==> src/rtl/bcd_digit_packer_if.sv <==
// Digit-stream in / packed-word out bundle for bcd_digit_packer.
// din_* and word_* each follow valid/ready: a transfer happens on the rising edge where both are 1.
interface bcd_digit_packer_if #(
  parameter int N = 4
);
  localparam int CW = $clog2(N + 1);

  logic [3:0]     din;
  logic           din_valid;
  logic           din_last;
  logic           din_ready;
  logic [4*N-1:0] word;
  logic [CW-1:0]  word_len;
  logic           word_err;
  logic           word_valid;
  logic           word_ready;

  modport slave (
    input  din, din_valid, din_last, word_ready,
    output din_ready, word, word_len, word_err, word_valid
  );

  modport master (
    output din, din_valid, din_last, word_ready,
    input  din_ready, word, word_len, word_err, word_valid
  );
endinterface

==> src/rtl/bcd_digit_packer.sv <==
// Packs a serial MSD-first BCD digit stream into a right-aligned 4N-bit word for the divisibility checker.
// Optional macro BCD_DIGIT_CHECK_EN builds the digit > 9 error flag; otherwise word_err is tied to 0.
module bcd_digit_packer #(
  parameter int N = 4
) (
  input  logic               clk,
  input  logic               rst,
  bcd_digit_packer_if.slave  bus,
  output logic               o_dbg_state
);
  localparam int W  = 4 * N;
  localparam int CW = $clog2(N + 1);

  typedef enum logic {
    COLLECT = 1'b0,
    HOLD    = 1'b1
  } state_t;

  state_t        r_state;
  state_t        w_next;
  logic [W-1:0]  r_sr;
  logic [W-1:0]  r_word;
  logic [CW-1:0] r_cnt;
  logic [CW-1:0] r_len;
  logic          r_err;
  logic          r_werr;

  logic          w_accept;
  logic          w_final;
  logic          w_release;
  logic          w_bad;
  logic [W-1:0]  w_sr_next;

  // Ready depends only on registered state so no combinational path runs from din_valid/word_ready.
  assign bus.din_ready = !rst && (r_state == COLLECT);
  assign w_accept      = bus.din_valid && bus.din_ready;
  assign w_sr_next     = {r_sr[W-5:0], bus.din};
  assign w_final       = w_accept && (bus.din_last || (r_cnt == CW'(N - 1)));
  assign w_release     = (r_state == HOLD) && bus.word_ready;

`ifdef BCD_DIGIT_CHECK_EN
  assign w_bad = (bus.din > 4'd9);
`else
  assign w_bad = 1'b0;
`endif

  always_comb begin
    w_next = r_state;
    case (r_state)
      COLLECT: if (w_final)   w_next = HOLD;
      HOLD:    if (w_release) w_next = COLLECT;
      default:                w_next = COLLECT;
    endcase
  end

  always_ff @(posedge clk) begin
    if (rst) r_state <= COLLECT;
    else     r_state <= w_next;
  end

  // Output word is a separate register so it survives the shift-register clear at the handshake.
  always_ff @(posedge clk) begin
    if (rst) begin
      r_sr   <= '0;
      r_cnt  <= '0;
      r_err  <= 1'b0;
      r_word <= '0;
      r_len  <= '0;
      r_werr <= 1'b0;
    end else begin
      if (w_accept) begin
        r_sr  <= w_sr_next;
        r_cnt <= r_cnt + CW'(1);
        r_err <= r_err | w_bad;
      end
      if (w_final) begin
        r_word <= w_sr_next;
        r_len  <= r_cnt + CW'(1);
        r_werr <= r_err | w_bad;
      end
      if (w_release) begin
        r_sr  <= '0;
        r_cnt <= '0;
        r_err <= 1'b0;
      end
    end
  end

  assign bus.word       = r_word;
  assign bus.word_len   = r_len;
  assign bus.word_err   = r_werr;
  assign bus.word_valid = (r_state == HOLD);
  assign o_dbg_state    = (r_state == HOLD);
endmodule

==> src/flat_wrapper.sv <==
// flat-port wrapper written by rule: the top's interface ports become plain ports
module bcd_digit_packer_flat 
#(
  parameter int N = 4
)
  (clk, rst, o_dbg_state, bus_din, bus_din_valid, bus_din_last, bus_word_ready, bus_din_ready, bus_word, bus_word_len, bus_word_err, bus_word_valid);
  bcd_digit_packer_if #(.N(N)) bus_i ();
  input  logic clk;
  input  logic rst;
  output logic o_dbg_state;
  input wire logic [$bits(bus_i.din)-1:0] bus_din;
  input wire logic [$bits(bus_i.din_valid)-1:0] bus_din_valid;
  input wire logic [$bits(bus_i.din_last)-1:0] bus_din_last;
  input wire logic [$bits(bus_i.word_ready)-1:0] bus_word_ready;
  output wire logic [$bits(bus_i.din_ready)-1:0] bus_din_ready;
  output wire logic [$bits(bus_i.word)-1:0] bus_word;
  output wire logic [$bits(bus_i.word_len)-1:0] bus_word_len;
  output wire logic [$bits(bus_i.word_err)-1:0] bus_word_err;
  output wire logic [$bits(bus_i.word_valid)-1:0] bus_word_valid;
  assign bus_i.din = bus_din;
  assign bus_i.din_valid = bus_din_valid;
  assign bus_i.din_last = bus_din_last;
  assign bus_i.word_ready = bus_word_ready;
  assign bus_din_ready = bus_i.din_ready;
  assign bus_word = bus_i.word;
  assign bus_word_len = bus_i.word_len;
  assign bus_word_err = bus_i.word_err;
  assign bus_word_valid = bus_i.word_valid;
  bcd_digit_packer #(.N(N)) u_core (.clk(clk), .rst(rst), .bus(bus_i), .o_dbg_state(o_dbg_state));
endmodule
==> config.mk <==
export PLATFORM = sky130hd
export DESIGN_NAME = bcd_digit_packer_flat
export DESIGN_NICKNAME = d
export VERILOG_FILES = /design/src/rtl/bcd_digit_packer_if.sv /design/src/rtl/bcd_digit_packer.sv /design/src/flat_wrapper.sv
export SDC_FILE = /design/constraint.sdc
export NUM_CORES = 1
export LEC_CHECK = 0
export ABC_AREA = 1
export CAP_MARGIN = 5
export CORE_AREA = 8 8 51 84
export CTS_CLUSTER_DIAMETER = 30
export DETAILED_ROUTE_END_ITERATION = 12
export DIE_AREA = 0 0 59 92
export GPL_TIMING_DRIVEN = 0
export PLACE_DENSITY = 0.82
export SETUP_SLACK_MARGIN = 0.15
export SLEW_MARGIN = 10
export SYNTH_ARGS = -nofsm -noshare
export SYNTH_HDL_FRONTEND = slang
export SYNTH_SLANG_ARGS = --single-unit
==> constraint.sdc <==
create_clock -name clk -period 2.3 [get_ports clk]
set_clock_uncertainty 0.05 [all_clocks]
set_input_delay 0.23 -clock clk [delete_from_list [all_inputs] [get_ports clk]]
set_output_delay 0.23 -clock clk [all_outputs]
set_load 0.02 [all_outputs]
==> results by group, run 1 <==
Worst setup path
  – Cell breakdown of the critical path: buf_4, clkdlybuf4s50_1
  – Crit Path Category: register to output port
  – WP data required: 2020 ps
  – Critical path's top delay family: buffers and inverters
  – Critical path peak fanout: 5
  – CP arrival: roughly 1500 ps
  – Crit path buffers/inverters: 2
  – Slowest stage delay, CP: ~590 ps
  – Critical-path top delay cell: clkdlybuf4s50_1
  – CP startpoint kind: register
  – Setup crit end kind: output port

Detailed routing
  – Final WL: approximately 3500 um
  – WL per Instance: 10.8 um
  – DRT iter0 DRCs: 35
  – Router iterations before antenna repair: 4
  – DRC: 0
  – Vias after detailed routing: 1463
  – Final ANT Viol Nets: 0
  – Via density: between 4 and 5

Cells and area
  – Area of the multi-input gates: about 600 sq um
  – Commonest non-fill, non-tap cell in the layout: nand2_1
  – Syn-to-layout area delta: 26.8%
  – Total Nets Final: approximately 290
  – Ratio of cells with drive above 1 in the final layout: a little over 10%
  – Post-route cell area: approximately 0.0021 sq mm
  – Ant. Diodes: 0
  – Most frequent cells in the layout: nand2_1 (64), inv_1 (58), dfxtp_1 (35), clkdlybuf4s50_1 (29), nor2_1 (24)
  – FF/Latch Area: approximately 700 sq um
  – Layout fillers: 276

Floorplan
  – IO Pins: 32
  – Starting Density: between 50 and 60%
  – Die ar.: about 0.0054 sq mm
  – Die Span X: 59 um
  – CORE AREA: between 0.003 and 0.004 sq mm
  – Site Rows: 27
  – Die height: slightly above 90 um

Yosys
  – Register bit total from synthesis: 35
  – Netlist cell types: 19
  – Syn Inst Count: between 200 and 250
  – Post-Syn Nets: approximately 250
  – Avg Synthesized Cell Area: slightly below 7 sq um
  – Mapped Area: 0.00165 sq mm
  – Synth warn: 0
  – Sequential share of the synthesized area: between 40% and 50%

Timing
  – Max Slew Vio Count: 0
  – Unrepaired setup endpoints after global routing: no
  – Hold violation count in the final report: 0
  – Max Clk Rate: about 0.57 GHz
  – Clock period minus worst slack: around 1800 ps
  – Final Cycle Share: around three quarters
  – Final setup vio count: 0
  – Setup tns final: 0 ps

Clocking
  – CTS clk-pin slew, worst paths: roughly 80 ps
  – Max clock buf depth: 2
  – Post-CTS Hold Buffers: 0
  – Worst skew pair latency: 290 ps
  – TritonCTS clock tree: yes
  – Clock root buffer: clkbuf_8
  – Num Clock Sinks: 35
  – CTS buffer count: 5
  – H-tree lvl count: 2
  – # Post-CTS Setup Buffers: 0

Global routing
  – Global-route usage over all layers: a little over an eighth
  – Number of global-route vias before repair: roughly 1.4k
  – Initial antenna violation count: 0
  – GR Overflow Total: 0
  – Largest net degree at the start of global routing: 12
  – First-pass GRT wire length: ~5700 um

Hold path
  – HP Class: register to register

Pwr
  – Pwr Density: 646 mW/mm^2
  – Sequential share of power: ~49%
  – Clock Power Share: 32.1%
  – VDD IR max: around 0.49 mV
  – Static Leak: about 0.0011 uW
  – Net Switching: roughly 390 uW
  – Sw Ratio: between 20% and 30%
  – Part of the power in combinational logic: a little under a fifth
  – Cell internal pwr: a little under 1000 uW

Job
  – Max Cap Violations: 0

Place
  – Area after DPL: 0.00200 sq mm
  – PortBufs: 30
  – Gpl congestion: slightly above 0.8
  – Post-DP HPWL: 2620 um

Run status
  – Outcome: finished, final reports clean
[path summary, 6_finish.rpt]
path | from | end | slack [ps] | depth (start not counted)
setup / recovery | u_core.bus.word_valid$_SDFF_PP0_ | o_dbg_state | 550 | 2
hold reg to reg | u_core.r_sr[0]$_SDFFE_PP0P_ | u_core.r_sr[4]$_SDFFE_PP0P_ | 420 | 2
hold / removal | u_core.r_sr[0]$_SDFFE_PP0P_ | u_core.r_sr[4]$_SDFFE_PP0P_ | 420 | 2
setup reg to reg | u_core.r_cnt[0]$_SDFFE_PP0P_ | u_core.bus.word[14]$_SDFFE_PP0P_ | 680 | 9
[cell usage after synthesis]
cell / count / share of area, %
a21oi_1: 10 / 3.0
a21oi_2: 1 / 0.53
buf_2: 4 / 1.2
buf_4: 4 / 1.8
buf_6: 4 / 2.7
clkbuf_8: 2 / 1.7
clkinv_1: 1 / 0.23
conb_1: 1 / 0.23
dfxtp_1: 35 / 43
ha_1: 2 / 1.5
inv_1: 58 / 13
inv_2: 1 / 0.23
nand2_1: 64 / 15
nand2_2: 1 / 0.38
nand3_1: 4 / 1.2
nand4_1: 18 / 6.8
nor2_1: 24 / 5.5
nor2_2: 4 / 1.5
o21ai_0: 3 / 0.91
[cell families after synthesis]
logic type               synth area share, %
flip-flops                              42.6
AO/OA/AOI/OAI                           4.49
buffers and inverters                   21.1
AND/OR/NAND/NOR                         30.0
adder cells (fa/ha/maj)                 1.52
other                                  0.228
[stage by stage]
step / utilization (%) / hold slack (ps) / std cells / power, uW / setup slack, ps
after global placement: 64.3 / 404 / 314 / 924 / 187
after floorplan: - / 325 / 241 / 841 / 910
after detailed placement: 64.3 / 409 / 314 / 930 / 185
after global routing: 67.1 / 449 / 322 / 1410 / 501
after CTS: 67.0 / 419 / 322 / 1360 / 179
final: 67.1 / 417 / 322 / 1350 / 548
[registers in the layout (all words and copies together) (netlist names)]
signal and count:
u_core.r_cnt 3, u_core.bus.word 16, u_core.bus.word_len 3, u_core.r_sr 12, u_core.bus.word_valid 1
[power groups by stage]
stage	clock [uW]	sequential, uW	combinational [uW]
CTS	441	659	259
global route	462	662	285
finish	432	659	257
floorplan	0	694	147
detailed placement	0	673	257
global placement	0	671	253
[what timing repair did]
action                                  in CTS  in global routing
gates resized for setup                      0                  1
endpoints found under the setup margin       0                  1
hold endpoints to repair                     0                  0
[metal layers]
layer	global-route usage (%)	part of all wire, %	vias up
met4	6.83	1.6	0
met1	11.8	40	641
li1	-	-	777
met2	25.6	54	37
met5	0	0	-
met3	3.50	4.2	8
[layout make-up]
| cell class | count | share of cell area [%] |
|---|---|---|
| Sequential cell | 35 | 33.6 |
| Multi-Input combinational cell | 132 | 28.6 |
| Timing Repair Buffer | 30 | 14.5 |
| Inverter | 60 | 10.8 |
| Buffer | 14 | 5.88 |
| Clock buffer | 5 | 3.30 |
| Tap cell | 43 | 2.58 |
| Clock inverter | 3 | 0.720 |
[worst min-delay path, stage by stage (launching register included)]
cell and delay, ps:
dfxtp_1 310, inv_1 60, a21oi_1 60
No activity file was read; power rests on OpenSTA's default activity.
==> run 2, diff against run 1 <==
--- a/config.mk
+++ b/config.mk
@@ -7,12 +7,12 @@
 export LEC_CHECK = 0
 export ABC_AREA = 1
 export CAP_MARGIN = 5
-export CORE_AREA = 8 8 51 84
+export CORE_AREA = 8 8 55 91
 export CTS_CLUSTER_DIAMETER = 30
 export DETAILED_ROUTE_END_ITERATION = 12
-export DIE_AREA = 0 0 59 92
+export DIE_AREA = 0 0 63 99
 export GPL_TIMING_DRIVEN = 0
-export PLACE_DENSITY = 0.82
+export PLACE_DENSITY = 0.73
 export SETUP_SLACK_MARGIN = 0.15
 export SLEW_MARGIN = 10
 export SYNTH_ARGS = -nofsm -noshare
==> constraint.sdc (replaced) <==
create_clock -name clk -period 1.4 [get_ports clk]
set_clock_uncertainty 0.05 [all_clocks]
set_input_delay 0.14 -clock clk [delete_from_list [all_inputs] [get_ports clk]]
set_output_delay 0.14 -clock clk [all_outputs]
set_load 0.02 [all_outputs]
==> results by group, run 2 (same netlist as run 1, synthesis figures left out) <==
Worst setup path
  – Crit Path Category: register to output port
  – Internal reg-to-reg setup slack: 60 ps (-620 ps)
  – FF-to-FF Start: u_core.r_cnt[0]$_SDFFE_PP0P_
  – CP arrival: 1170 ps (-300 ps)
  – WP data required: 1210 ps (-810 ps)
  – CP startpoint kind: register
  – Critical path peak fanout: 10 (+5)
  – Worst Setup SP: u_core.bus.word_valid$_SDFF_PP0_
  – Setup crit end kind: output port

Timing
  – Final Cycle Share: between 90% and 100%
  – Clock period minus worst slack: 1360 ps
  – Max Clk Rate: 0.734 GHz
  – WHS: 363 ps (-53.9 ps)
  – Unrepaired setup endpoints after global routing: yes
  – Setup tns final: 0 ps (unchanged)
  – Hold violation count in the final report: 0 (unchanged)
  – Final setup vio count: 0 (unchanged)
  – Max Slew Vio Count: 0 (unchanged)

Clocking
  – Max clock buf depth: 2 (unchanged)
  – H-tree lvl count: 2 (unchanged)
  – Post-CTS Hold Buffers: 0 (unchanged)
  – Clock root buffer: clkbuf_8
  – Worst skew pair latency: 280 ps (about the same)
  – TritonCTS clock tree: yes
  – Num Clock Sinks: 35 (unchanged)
  – CTS clk-pin slew, worst paths: 70 ps (about the same)
  – CTS buffer count: 5 (unchanged)

Floorplan
  – Starting Density: 43.4% (-9.5 points)
  – Die ar.: 0.00624 sq mm (+15%)
  – IO Pins: 32 (unchanged)
  – CORE AREA: 0.00379 sq mm (+22%)
  – Die Span X: 63 um (+6.8%)
  – Die height: 99 um (+7.6%)
  – Site Rows: 30 (+11%)

Cells and area
  – Number of flip-flops under the largest register name: 16 (unchanged)
  – Most frequent cells in the layout: nand2_1 (63), inv_1 (57), dfxtp_1 (32), nor2_1 (24), dlygate4sd2_1 (20)
  – Syn-to-layout area delta: 40.9%
  – Ratio of cells with drive above 1 in the final layout: 18.7% (+8.3 points)
  – Commonest non-fill, non-tap cell in the layout: nand2_1
  – Post-route cell area: 0.00232 sq mm (+11%)
  – Total Nets Final: 299 (+3.5%)
  – Ant. Diodes: 0 (unchanged)
  – Non-filler cells, final: 337 (+4.7%)

Detailed routing
  – DRT iter0 DRCs: 36 (+2.9%)
  – WL per Instance: 11.8 um (+9.3%)
  – Max layer used: met4
  – Final WL: 3980 um (+14%)
  – Routed wl met3: 132 um (-9.0%)
  – Final ANT Viol Nets: 0 (unchanged)
  – Vias after detailed routing: 1536 (+5.0%)
  – DRC: 0 (unchanged)
  – Met2 wire len: 2210 um (+17%)
  – Router iterations before antenna repair: 4 (unchanged)
  – Met1 WL: 1510 um (+9.4%)
  – Via density: 4.56 (+0.32%)

Place
  – Post-DP HPWL: 2720 um (+3.8%)
  – PortBufs: 30 (unchanged)
  – Area after DPL: 0.00205 sq mm (+2.7%)
  – Number of placed instances with taps included: 319 (+1.6%)
  – Gpl congestion: 0.778 (-5.6%)

Global routing
  – Global-route usage over all layers: 12.9% (-0.42 points)
  – Initial antenna violation count: 0 (unchanged)
  – GR Overflow Total: 0 (unchanged)
  – Number of global-route vias before repair: 1508 (+11%)
  – First-pass GRT wire length: 6640 um (+17%)
  – Largest net degree at the start of global routing: 12 (unchanged)

Pwr
  – Pwr Density: 1140 mW/mm^2 (+76%)
  – Static Leak: 0.00122 uW (+15%)
  – Pwr Total: 2640 uW (+96%)
  – VDD IR max: 0.850 mV (+75%)

Hold path
  – HP Class: input pin to register
  – Min-delay src: rst

Run status
  – Outcome: finished, final reports clean

Job
  – Max Cap Violations: 0 (unchanged)
==> run 2: stage by stage <==
step,setup slack [ps],utilization [%]
after floorplan,137,-
after global placement,-591,54.2
after detailed placement,-591,54.2
after CTS,-30.9,58.6
after global routing,-24.7,61.2
final,37.4,61.2
==> run 2: final timing paths <==
kind	cells after the start	endpoint
setup / recovery	4	bus_din_ready
hold / removal	4	u_core.bus.word_valid$_SDFF_PP0_
setup reg to reg	9	u_core.bus.word[12]$_SDFFE_PP0P_
hold reg to reg	2	u_core.r_sr[4]$_SDFFE_PP0P_
==> run 2: critical path, stage by stage, from the launching register on <==
cell     delay, ps
dfxtp_4        370
nor2_4         160
buf_8          120
buf_8          120
buf_6          120
==> run 2: report_power, final <==
part           internal (uW)  switching, uW  leakage, uW
logic                    205            275     0.000862
clock network            712            364    0.0000654
registers               1060           27.1     0.000288
total                   1970            666      0.00122
==> run 2: metal layers <==
layer | up-vias | global-route usage (%)
li1 | 801 | -
met1 | 696 | 11.6
met2 | 28 | 25.1
met3 | 11 | 3.07
met4 | 0 | 7.07
met5 | - | 0
==> run 2: repair_timing <==
item	CTS	global route
cloned	3	1
endpoints found under the setup margin	54	36
pin swaps	4	3
gates resized for setup	39	25
setup buffers	2	4
==> run 2: layout make-up <==
type | count | area [sq um]
flip-flops and latches | 35 | 709
multi-input cells | 132 | 681
clock buffers | 6 | 72.6
plain buffers | 14 | 141
repair buffers | 40 | 364
well taps | 48 | 60.1
clock inverters | 2 | 60.1
inverters | 60 | 230
fillers | 370 | 1470
==> run 3, diff against run 2 <==
--- a/config.mk
+++ b/config.mk
@@ -12,7 +12,7 @@
 export DETAILED_ROUTE_END_ITERATION = 12
 export DIE_AREA = 0 0 63 99
 export GPL_TIMING_DRIVEN = 0
-export PLACE_DENSITY = 0.73
+export PLACE_DENSITY = 0.69
 export SETUP_SLACK_MARGIN = 0.15
 export SLEW_MARGIN = 10
 export SYNTH_ARGS = -nofsm -noshare
==> results by group, run 3 (same netlist as run 1, synthesis figures left out) <==
Run status
  – Outcome: finished, final reports clean

Pwr
  – Static Leak: 0.00118 uW (-2.9%)
  – VDD IR max: 0.767 mV (-9.8%)
  – Pwr Density: 1010 mW/mm^2 (-11%)

Cells and area
  – Commonest non-fill, non-tap cell in the layout: nand2_1
  – Number of flip-flops under the largest register name: 16 (unchanged)
  – Total Nets Final: 295 (-1.3%)
  – Ant. Diodes: 0 (unchanged)
  – Most frequent cells in the layout: nand2_1 (63), inv_1 (57), dfxtp_1 (32), nor2_1 (24), dlygate4sd2_1 (21)
  – Final Util: 58.8% (-2.3 points)
  – Syn-to-layout area delta: 35.6%
  – Ratio of cells with drive above 1 in the final layout: 16.8% (-1.8 points)
  – Non-filler cells, final: 333 (-1.2%)
  – Layout fillers: 391 (+5.7%)

Worst setup path
  – Internal reg-to-reg setup slack: 70 ps (about the same)
  – Worst Setup SP: u_core.bus.word_valid$_SDFF_PP0_
  – WP data required: 1210 ps (about the same)
  – CP arrival: 1190 ps (+20 ps)
  – Setup crit end kind: output port
  – RR Endpoint: u_core.bus.word[10]$_SDFFE_PP0P_
  – Crit Path Category: register to output port
  – CP endpoint: bus_din_ready
  – R2R cell count: 9 (unchanged)
  – Critical path peak fanout: 10 (unchanged)
  – FF-to-FF Start: u_core.r_cnt[0]$_SDFFE_PP0P_
  – CP startpoint kind: register

Clocking
  – Post-CTS Hold Buffers: 0 (unchanged)
  – Max clock buf depth: 2 (unchanged)
  – H-tree lvl count: 2 (unchanged)
  – Clock root buffer: clkbuf_8
  – TritonCTS clock tree: yes
  – CTS clk-pin slew, worst paths: 70 ps (about the same)
  – Num Clock Sinks: 35 (unchanged)
  – CTS buffer count: 5 (unchanged)
  – Worst skew pair latency: 290 ps (about the same)

Global routing
  – Met3 GRT Util: 3.86% (+0.80 points)
  – Met1 Track Usage GR: 11.4% (-0.24 points)
  – First-pass GRT wire length: 6340 um (-4.6%)
  – Initial antenna violation count: 0 (unchanged)
  – Busiest grt layer: met2
  – GR Overflow Total: 0 (unchanged)
  – Largest net degree at the start of global routing: 11 (-1)
  – M2 GR Usage: 23.6% (-1.5 points)
  – Number of global-route vias before repair: 1433 (-5.0%)
  – Global-route usage over all layers: 12.6% (-0.32 points)

Timing
  – Hold violation count in the final report: 0 (unchanged)
  – Final setup vio count: 0 (unchanged)
  – Max Clk Rate: 0.723 GHz (-1.5%)
  – Clock period minus worst slack: 1380 ps (+21.4 ps)
  – Final Cycle Share: 98.9% (+1.5 points)
  – Max Slew Vio Count: 0 (unchanged)
  – Setup tns final: 0 ps (unchanged)
  – Final WS setup: 16.1 ps (-21.4 ps)
  – Unrepaired setup endpoints after global routing: yes

Job
  – Max Cap Violations: 0 (unchanged)

Floorplan
  – CORE AREA: 0.00379 sq mm (unchanged)
  – Die Span X: 63 um (unchanged)
  – Die ar.: 0.00624 sq mm (unchanged)
  – IO Pins: 32 (unchanged)
  – Starting Density: 43.4% (unchanged)
  – Site Rows: 30 (unchanged)
  – Die height: 99 um (unchanged)

Place
  – Gpl congestion: 0.789 (+1.5%)
  – Pre-CTS setup slack: -588 ps (+3.65 ps)
  – PortBufs: 30 (unchanged)
  – Post-DP HPWL: 2680 um (-1.3%)
  – Number of placed instances with taps included: 319 (unchanged)

Detailed routing
  – WL per Instance: 11.4 um (-3.1%)
  – DRT iter0 DRCs: 42 (+17%)
  – Vias after detailed routing: 1474 (-4.0%)
  – DRC: 0 (unchanged)
  – Via density: 4.43 (-2.9%)
  – Final ANT Viol Nets: 0 (unchanged)
  – Final WL: 3810 um (-4.3%)
  – Router iterations before antenna repair: 4 (unchanged)

Hold path
  – HP Class: input pin to register
-- run 3: changes by cell type in the layout (fill, tap and decap cells not counted), sizes merged --
cell	change
bufinv	-2
dlygate4sd2	+1
clkdlybuf4s15	+1
inv	+1
buf	-5
-- run 3: stage by stage --
stage / total power, uW / area (sq um) / hold WS (ps)
after global placement: 1540 / 2050 / 406
final: 2250 / 2230 / 307
after global routing: 2370 / 2230 / 368
after floorplan: 1400 / 1690 / 235
after CTS: 2240 / 2170 / 297
after detailed placement: 1540 / 2050 / 412
-- run 3: repair_timing --
item,CTS,global route
resized for setup,37,18
setup endpoints to repair,51,35
setup buffers,2,1
pin swaps,3,1
gates cloned,2,1
-- run 3: worst min path at each step --
stage | from | endpoint | slack, ps | depth (start not counted)
after floorplan | bus_din[1] | u_core.r_sr[1]$_SDFFE_PP0P_ | 240 | 2
after CTS | rst | u_core.bus.word_valid$_SDFF_PP0_ | 300 | 4
after global placement | u_core.r_sr[0]$_SDFFE_PP0P_ | u_core.r_sr[4]$_SDFFE_PP0P_ | 410 | 2
final | rst | u_core.bus.word_valid$_SDFF_PP0_ | 310 | 4
after detailed placement | u_core.r_sr[0]$_SDFFE_PP0P_ | u_core.r_sr[4]$_SDFFE_PP0P_ | 410 | 2
after global routing | rst | u_core.bus.word_valid$_SDFF_PP0_ | 370 | 4
-- run 3: area by class of cell --
class / instances / area (sq um) / area share [%]
Sequential cell: 35 / 709 / 31.8
Tap cell: 48 / 60.1 / 2.69
Buffer: 14 / 145 / 6.51
Clock buffer: 7 / 76.3 / 3.42
Timing Repair Buffer: 36 / 345 / 15.5
Inverter: 60 / 230 / 10.3
Clock inverter: 1 / 5.00 / 0.224
Multi-Input combinational cell: 132 / 659 / 29.6
-- run 3: layer usage --
layer  part of all wire, %  up-vias  routed length, um
met5                     0        -                  0
met4                   2.3        0                 89
met3                   3.7        8                141
met2                    54       25               2070
met1                    40      646               1510
li1                      -      795                  -
-- run 3: critical path: stages, from the launching register on --
cell and delay, ps:
dfxtp_4 370, nor2_4 140, buf_8 150, buf_8 130
buf_6 120
-- run 3: power by group --
group	internal, uW	total [uW]	switching (uW)
clock	349	705	356
combinational	197	460	263
sequential	1060	1080	26.7
total	1600	2250	646
==> RTL edit 1 (flow settings as in run 2) <==
`N` is set to 4 in 3 places; all go to 2.
--- a/src/rtl/bcd_digit_packer_if.sv
+++ b/src/rtl/bcd_digit_packer_if.sv
@@ -2,5 +2,5 @@
 // din_* and word_* each follow valid/ready: a transfer happens on the rising edge where both are 1.
 interface bcd_digit_packer_if #(
-  parameter int N = 4
+  parameter int N = 2
 );
   localparam int CW = $clog2(N + 1);
--- a/src/rtl/bcd_digit_packer.sv
+++ b/src/rtl/bcd_digit_packer.sv
@@ -2,5 +2,5 @@
 // Optional macro BCD_DIGIT_CHECK_EN builds the digit > 9 error flag; otherwise word_err is tied to 0.
 module bcd_digit_packer #(
-  parameter int N = 4
+  parameter int N = 2
 ) (
   input  logic               clk,
--- a/src/flat_wrapper.sv
+++ b/src/flat_wrapper.sv
@@ -2,5 +2,5 @@
 module bcd_digit_packer_flat 
 #(
-  parameter int N = 4
+  parameter int N = 2
 )
   (clk, rst, o_dbg_state, bus_din, bus_din_valid, bus_din_last, bus_word_ready, bus_din_ready, bus_word, bus_word_len, bus_word_err, bus_word_valid);
Ports: changed (resized bus_word and bus_word_len); port bits go from 32 to 23. The function was not compared with the original's and may differ.
==> RTL edit 1 against run 2 <==
- wire length shrank 53%
- register-to-register slack gained 160 ps
- global-route usage shrank 6.3 points
- power shrank 54%
- area after synthesis shrank 47%
- setup slack gained 150 ps
- maximum frequency grew 12%
- count of clock-buffer cells in the layout shrank 2
- sequential cell count shrank 18
- design area shrank 46%
- largest cell class is now multi-input gates
==> RTL edit 1: results (changes against run 2) <==
* Largest cells by area after synthesis: sky130_fd_sc_hd__dfxtp_1, sky130_fd_sc_hd__nand2_1, sky130_fd_sc_hd__nor2_2
* Reg-to-Reg End: u_core.bus.word[4]
* Total Routing Usage GR at 0.0665 (-0.0627)
* Fill cell count at 412 (+11%)
* Number of flip-flops under the largest register name at 8 (-8)
* Final Non-Filler Cells at 195 (-42%)
* Wire length of the first global-routing pass at 3.17 mm (-52%)
* Detailed-routed wire length on met3 at 112 µm (-15%)
* Met1 Wirelength at 636 µm (-58%)
* Detailed placement HPWL at 1.42 mm (-48%)
* First DRT Iteration DRCs at 4 (-89%)
* Worst vdd rail ir drop at 0.000372 V (-56%)
* Placed Area at 1130 µm² (-45%)
* Cell leakage power at 0.599 nW (-51%)
* Routability-driven placement congestion ratio at 0.723 (-7.0%)
* Met1 global-route usage at 0.0522 (-0.0639)
* Cell internal pwr at 0.855 mW (-57%)
* Latest clock arrival within the worst-skew pair at 250 ps (-30 ps)
* Final #Nets at 158 (-47%)
* Outcome: complete, no violations
* Mapped Nets at 128 (-49%)
* Library cell contributing the largest single delay on the critical path: sky130_fd_sc_hd__dfxtp_2
* Global routing met2 resource utilization at 0.118 (-0.133)
* WHS Endpoint: u_core.bus.word[6]
* Average detailed-routed wire length per instance at 9.67 µm (-18%)
* M3 GR Usage at 0.0182 (-0.0125)
* Maximum single-stage delay on the critical path at 350 ps (-20 ps)
* Worst hold start: bus_din_valid
* Largest net degree at the start of global routing at 11 (-1)
* Gate Count Post-Synth at 118 (-51%)
* Number of instances in the placed design at 186 (-42%)
* Worst R2R Setup Slack at 220 ps (+160 ps)
* Number of buffers inserted by port buffering at 20 (-33%)
* Cts bufs inserted at 3 (-2)
* Top cell types by occurrence after synthesis: sky130_fd_sc_hd__nand2_1, sky130_fd_sc_hd__dfxtp_1, sky130_fd_sc_hd__inv_1
* Routed wire length on met2 at 1.04 mm (-53%)
* Number of distinct library cells after synthesis at 20 (+1)
* H-tree levels at 1 (-1)
* Fraction of the yosys area taken by sequential cells at 0.392 (-0.0339)
-- RTL edit 1: cell type report --
cell class,instances,area [µm²],share of cell area
repair buffers,25,239,0.191
flip-flops and latches,17,344,0.274
plain buffers,5,52.6,0.0419
multi-input cells,68,395,0.315
clock buffers,4,45.0,0.0359
well taps,48,60.1,0.0479
inverters,28,118,0.0938
-- RTL edit 1: kinds of logic after synthesis --
| logic type | Yosys count | synth area share |
|---|---|---|
| flip-flops | 17 | 0.392 |
| other | 1 | 0.00432 |
| adder cells (fa/ha/maj) | 1 | 0.0144 |
| buffers and inverters | 33 | 0.187 |
| AO/OA/AOI/OAI | 5 | 0.0288 |
| AND/OR/NAND/NOR | 61 | 0.373 |
-- RTL edit 1: through the flow --
step	utilization	setup WS, ps	power [mW]
floorplan	-	211	0.734
global placement	0.298	-364	0.828
detailed placement	0.298	-353	0.830
CTS	0.317	72.8	1.19
global route	0.331	133	1.27
finish	0.331	184	1.21
-- RTL edit 1: power by group through the flow --
stage,Sequential [mW],Combinational [mW],Clock [mW]
after global routing,0.545,0.334,0.388
after CTS,0.538,0.283,0.373
after floorplan,0.571,0.162,0
after detailed placement,0.548,0.282,0
after global placement,0.547,0.281,0
final,0.540,0.300,0.366
-- RTL edit 1: worst max path at each step --
stage,start,cells after the start,slack (ps),to
floorplan,u_core.bus.word_valid,6,210,u_core.r_cnt[1]
CTS,u_core.bus.word_valid,3,70,bus_din_ready
global placement,rst,4,-360,bus_din_ready
finish,u_core.bus.word_valid,3,180,bus_din_ready
global route,u_core.bus.word_valid,3,130,bus_din_ready
detailed placement,rst,4,-350,bus_din_ready
-- RTL edit 1: timing repair --
item,in CTS,in global routing
setup endpoints to repair,21,16
gates resized for setup,26,6
cloned,1,0
endpoints found under the hold margin,0,0
pin swaps,0,4
buffers inserted,0,4
==> RTL edit 2 (config.mk and constraints of run 2) <==
Made on the original files. Put a register stage on the output `o_dbg_state`. The value now appears one clock later. The other outputs are not delayed to match.
--- a/src/rtl/bcd_digit_packer.sv
+++ b/src/rtl/bcd_digit_packer.sv
@@ -91,5 +91,7 @@
   assign bus.word_err   = r_werr;
   assign bus.word_valid = (r_state == HOLD);
-  assign o_dbg_state    = (r_state == HOLD);
+  always_ff @(posedge clk) begin
+    o_dbg_state <= (r_state == HOLD);
+  end
 endmodule
 
Check against the original RTL: not equivalent (a bounded check fails within 4 cycles, from zero or initial values and one cycle with rst high).
==> RTL edit 2 against run 2 <==
- critical path depth grew 5
- power down 10%
- register-to-register slack got worse by 20 ps
- sequential cell count grew 1
- die area unchanged
- design area increased by 2.6%
- setup slack is essentially flat
- area after synthesis is 0.76% higher
- synthesized cell count stayed put
- wire length is 8.6% higher
- critical path type is now reg -> reg
- critical endpoint is now u_core.bus.word[9]
- largest power group unchanged
==> RTL edit 2: results (changes against run 2) <==
* Worst hold start: rst
* Maximum fanout along the worst path at 9 (-1)
* Routability-driven placement congestion ratio at 0.823 (+5.8%)
* DRC violation count after routing at 0 (unchanged)
* Cts bufs inserted at 5 (unchanged)
* Adder-cell area share of the yosys netlist at 0.0151 (-0.000115)
* Cell leakage power at 1.23 nW (+0.82%)
* Worst vdd rail ir drop at 0.000891 V (+4.8%)
* Depth of the worst hold-timing path at 4 (unchanged)
* Worst Path Arrival at 1540 ps (+370 ps)
* Asr flop ratio synth at 0 (unchanged)
* Met1 global-route usage at 0.116 (-0.000436)
* Fill cell count at 338 (-8.6%)
* Global routing met2 resource utilization at 0.237 (-0.0143)
* H-tree levels at 2 (unchanged)
* Congestion Overflow GR at 0 (unchanged)
* Reg-to-Reg End: u_core.bus.word[9]
* CTS Buffer Depth at 2 (unchanged)
* Fraction of layout instances using a drive strength above 1 at 0.238 (+0.0511)
* Total Routing Usage GR at 0.124 (-0.00477)
* Wire length of the first global-routing pass at 6.34 mm (-4.6%)
* Detailed placement HPWL at 2.72 mm (+0.17%)
* Total of warnings raised by yosys at 0 (unchanged)
* Clock transition time at the flip-flop clock pins of the worst setup and hold paths at 80 ps
* Number of cells on the worst reg-to-reg path at 9 (unchanged)
* Compound-gate portion of the synthesized area at 0.0445 (-0.000339)
* Worst R2R Setup Slack at 40 ps (-20 ps)
* Outcome: complete, no violations
* Number of distinct library cells after synthesis at 19 (unchanged)
* Placement row count at 30 (unchanged)
* Class of the worst hold path: in -> reg
* Final #Nets at 300 (+0.33%)
* Largest cells by area after synthesis: sky130_fd_sc_hd__dfxtp_1, sky130_fd_sc_hd__nand2_1, sky130_fd_sc_hd__inv_1
* Drt via density at 4.64 (+1.8%)
* Final routed wirelength across all metal layers at 4.32 mm (+8.6%)
* Fraction of the yosys area taken by sequential cells at 0.435 (+0.00886)
* Mapped Nets at 252 (unchanged)
* Via count of the first global-routing pass at 1455 (-3.5%)
* M3 GR Usage at 0.0398 (+0.00909)
* Top cell types by occurrence after synthesis: sky130_fd_sc_hd__nand2_1, sky130_fd_sc_hd__inv_1, sky130_fd_sc_hd__dfxtp_1
* Clock Tree Root: sky130_fd_sc_hd__clkbuf_8
* Initial antenna violation count at 0 (unchanged)
* Flip-flop cell with the highest count after synthesis: sky130_fd_sc_hd__dfxtp_1
* Post-synthesis xor/xnor area fraction at 0 (unchanged)
* Worst hold-check slack at 370 ps (+6.59 ps)
* Beginning of the worst register-to-register path: u_core.r_cnt[0]
* Number of diodes added for antenna fixing at 0 (unchanged)
* Number of flip-flops under the largest register name at 16 (unchanged)
* Largest net degree at the start of global routing at 13 (+1)
* Latest clock arrival within the worst-skew pair at 290 ps
* Number of buffers inserted by port buffering at 30 (unchanged)
* WHS Endpoint: u_core.bus.word_valid
* First DRT Iteration DRCs at 63 (+75%)
* Mux share of post-synthesis cell area at 0 (unchanged)
* Total iterations of the first detailed-routing run at 4 (unchanged)
## RTL edit 2: cell type report
| cell class | count | area (µm²) | share of cell area |
|---|---|---|---|
| Timing Repair inverter | 1 | 8.76 | 0.00368 |
| Inverter | 60 | 238 | 0.0999 |
| Clock inverter | 3 | 18.8 | 0.00789 |
| Clock buffer | 5 | 68.8 | 0.0289 |
| Tap cell | 48 | 60.1 | 0.0252 |
| Sequential cell | 36 | 729 | 0.307 |
| Multi-Input combinational cell | 132 | 718 | 0.302 |
| Timing Repair Buffer | 40 | 400 | 0.168 |
| Buffer | 13 | 138 | 0.0578 |
## RTL edit 2: layer usage
layer | wire, µm | share of wire
met5 | 0 | 0
met4 | 89 | 0.021
met3 | 181 | 0.042
met2 | 2470 | 0.57
met1 | 1580 | 0.37
## RTL edit 2: cell families after synthesis
group | Yosys count
AND/OR/NAND/NOR | 115
buffers and inverters | 73
flip-flops | 36
AO/OA/AOI/OAI | 14
adder cells (fa/ha/maj) | 2
other | 1
## RTL edit 2: worst max-delay path by stage
stage | endpoint | slack, ps | from
after floorplan | u_core.bus.word[0] | 140 | u_core.r_cnt[0]
after global placement | bus_din_ready | -590 | rst
after detailed placement | bus_din_ready | -600 | rst
after CTS | bus_din_ready | -40 | u_core.bus.word_valid
after global routing | u_core.bus.word[13] | -20 | u_core.r_cnt[0]
final | u_core.bus.word[9] | 40 | u_core.r_cnt[0]
## RTL edit 2: critical path, cell delays in order (launching register included)
cell and delay [ps]:
sky130_fd_sc_hd__dfxtp_4 350, sky130_fd_sc_hd__ha_4 160, sky130_fd_sc_hd__ha_4 150, sky130_fd_sc_hd__inv_2 40
sky130_fd_sc_hd__nand2_2 60, sky130_fd_sc_hd__buf_6 130, sky130_fd_sc_hd__buf_12 130, sky130_fd_sc_hd__nand4_1 60
sky130_fd_sc_hd__nand2_1 70, sky130_fd_sc_hd__nor2_1 100
## RTL edit 2: what timing repair did
item	CTS	global route
pin swaps	4	9
endpoints found under the setup margin	52	34
buffers inserted	2	5
gates cloned	1	3
hold buffers	0	0
gates resized for setup	33	45
## RTL edit 2: power by group
part           internal [mW]  leakage [nW]  switching (mW)
sequential              1.09         0.297          0.0261
clock                  0.347        0.0479           0.390
combinational          0.225         0.881           0.301
## RTL edit 2: per-stage QoR
stage / cell area [µm²] / std cells / setup slack (ps) / TNS (ps)
final: 2380 / 338 / 37.9 / 0
after global routing: 2380 / 338 / -23.7 / -87.3
after CTS: 2180 / 330 / -40.4 / -40.4
after detailed placement: 2070 / 319 / -599 / -5170
after global placement: 2070 / 319 / -586 / -4640
after floorplan: 1710 / 241 / 137 / 0
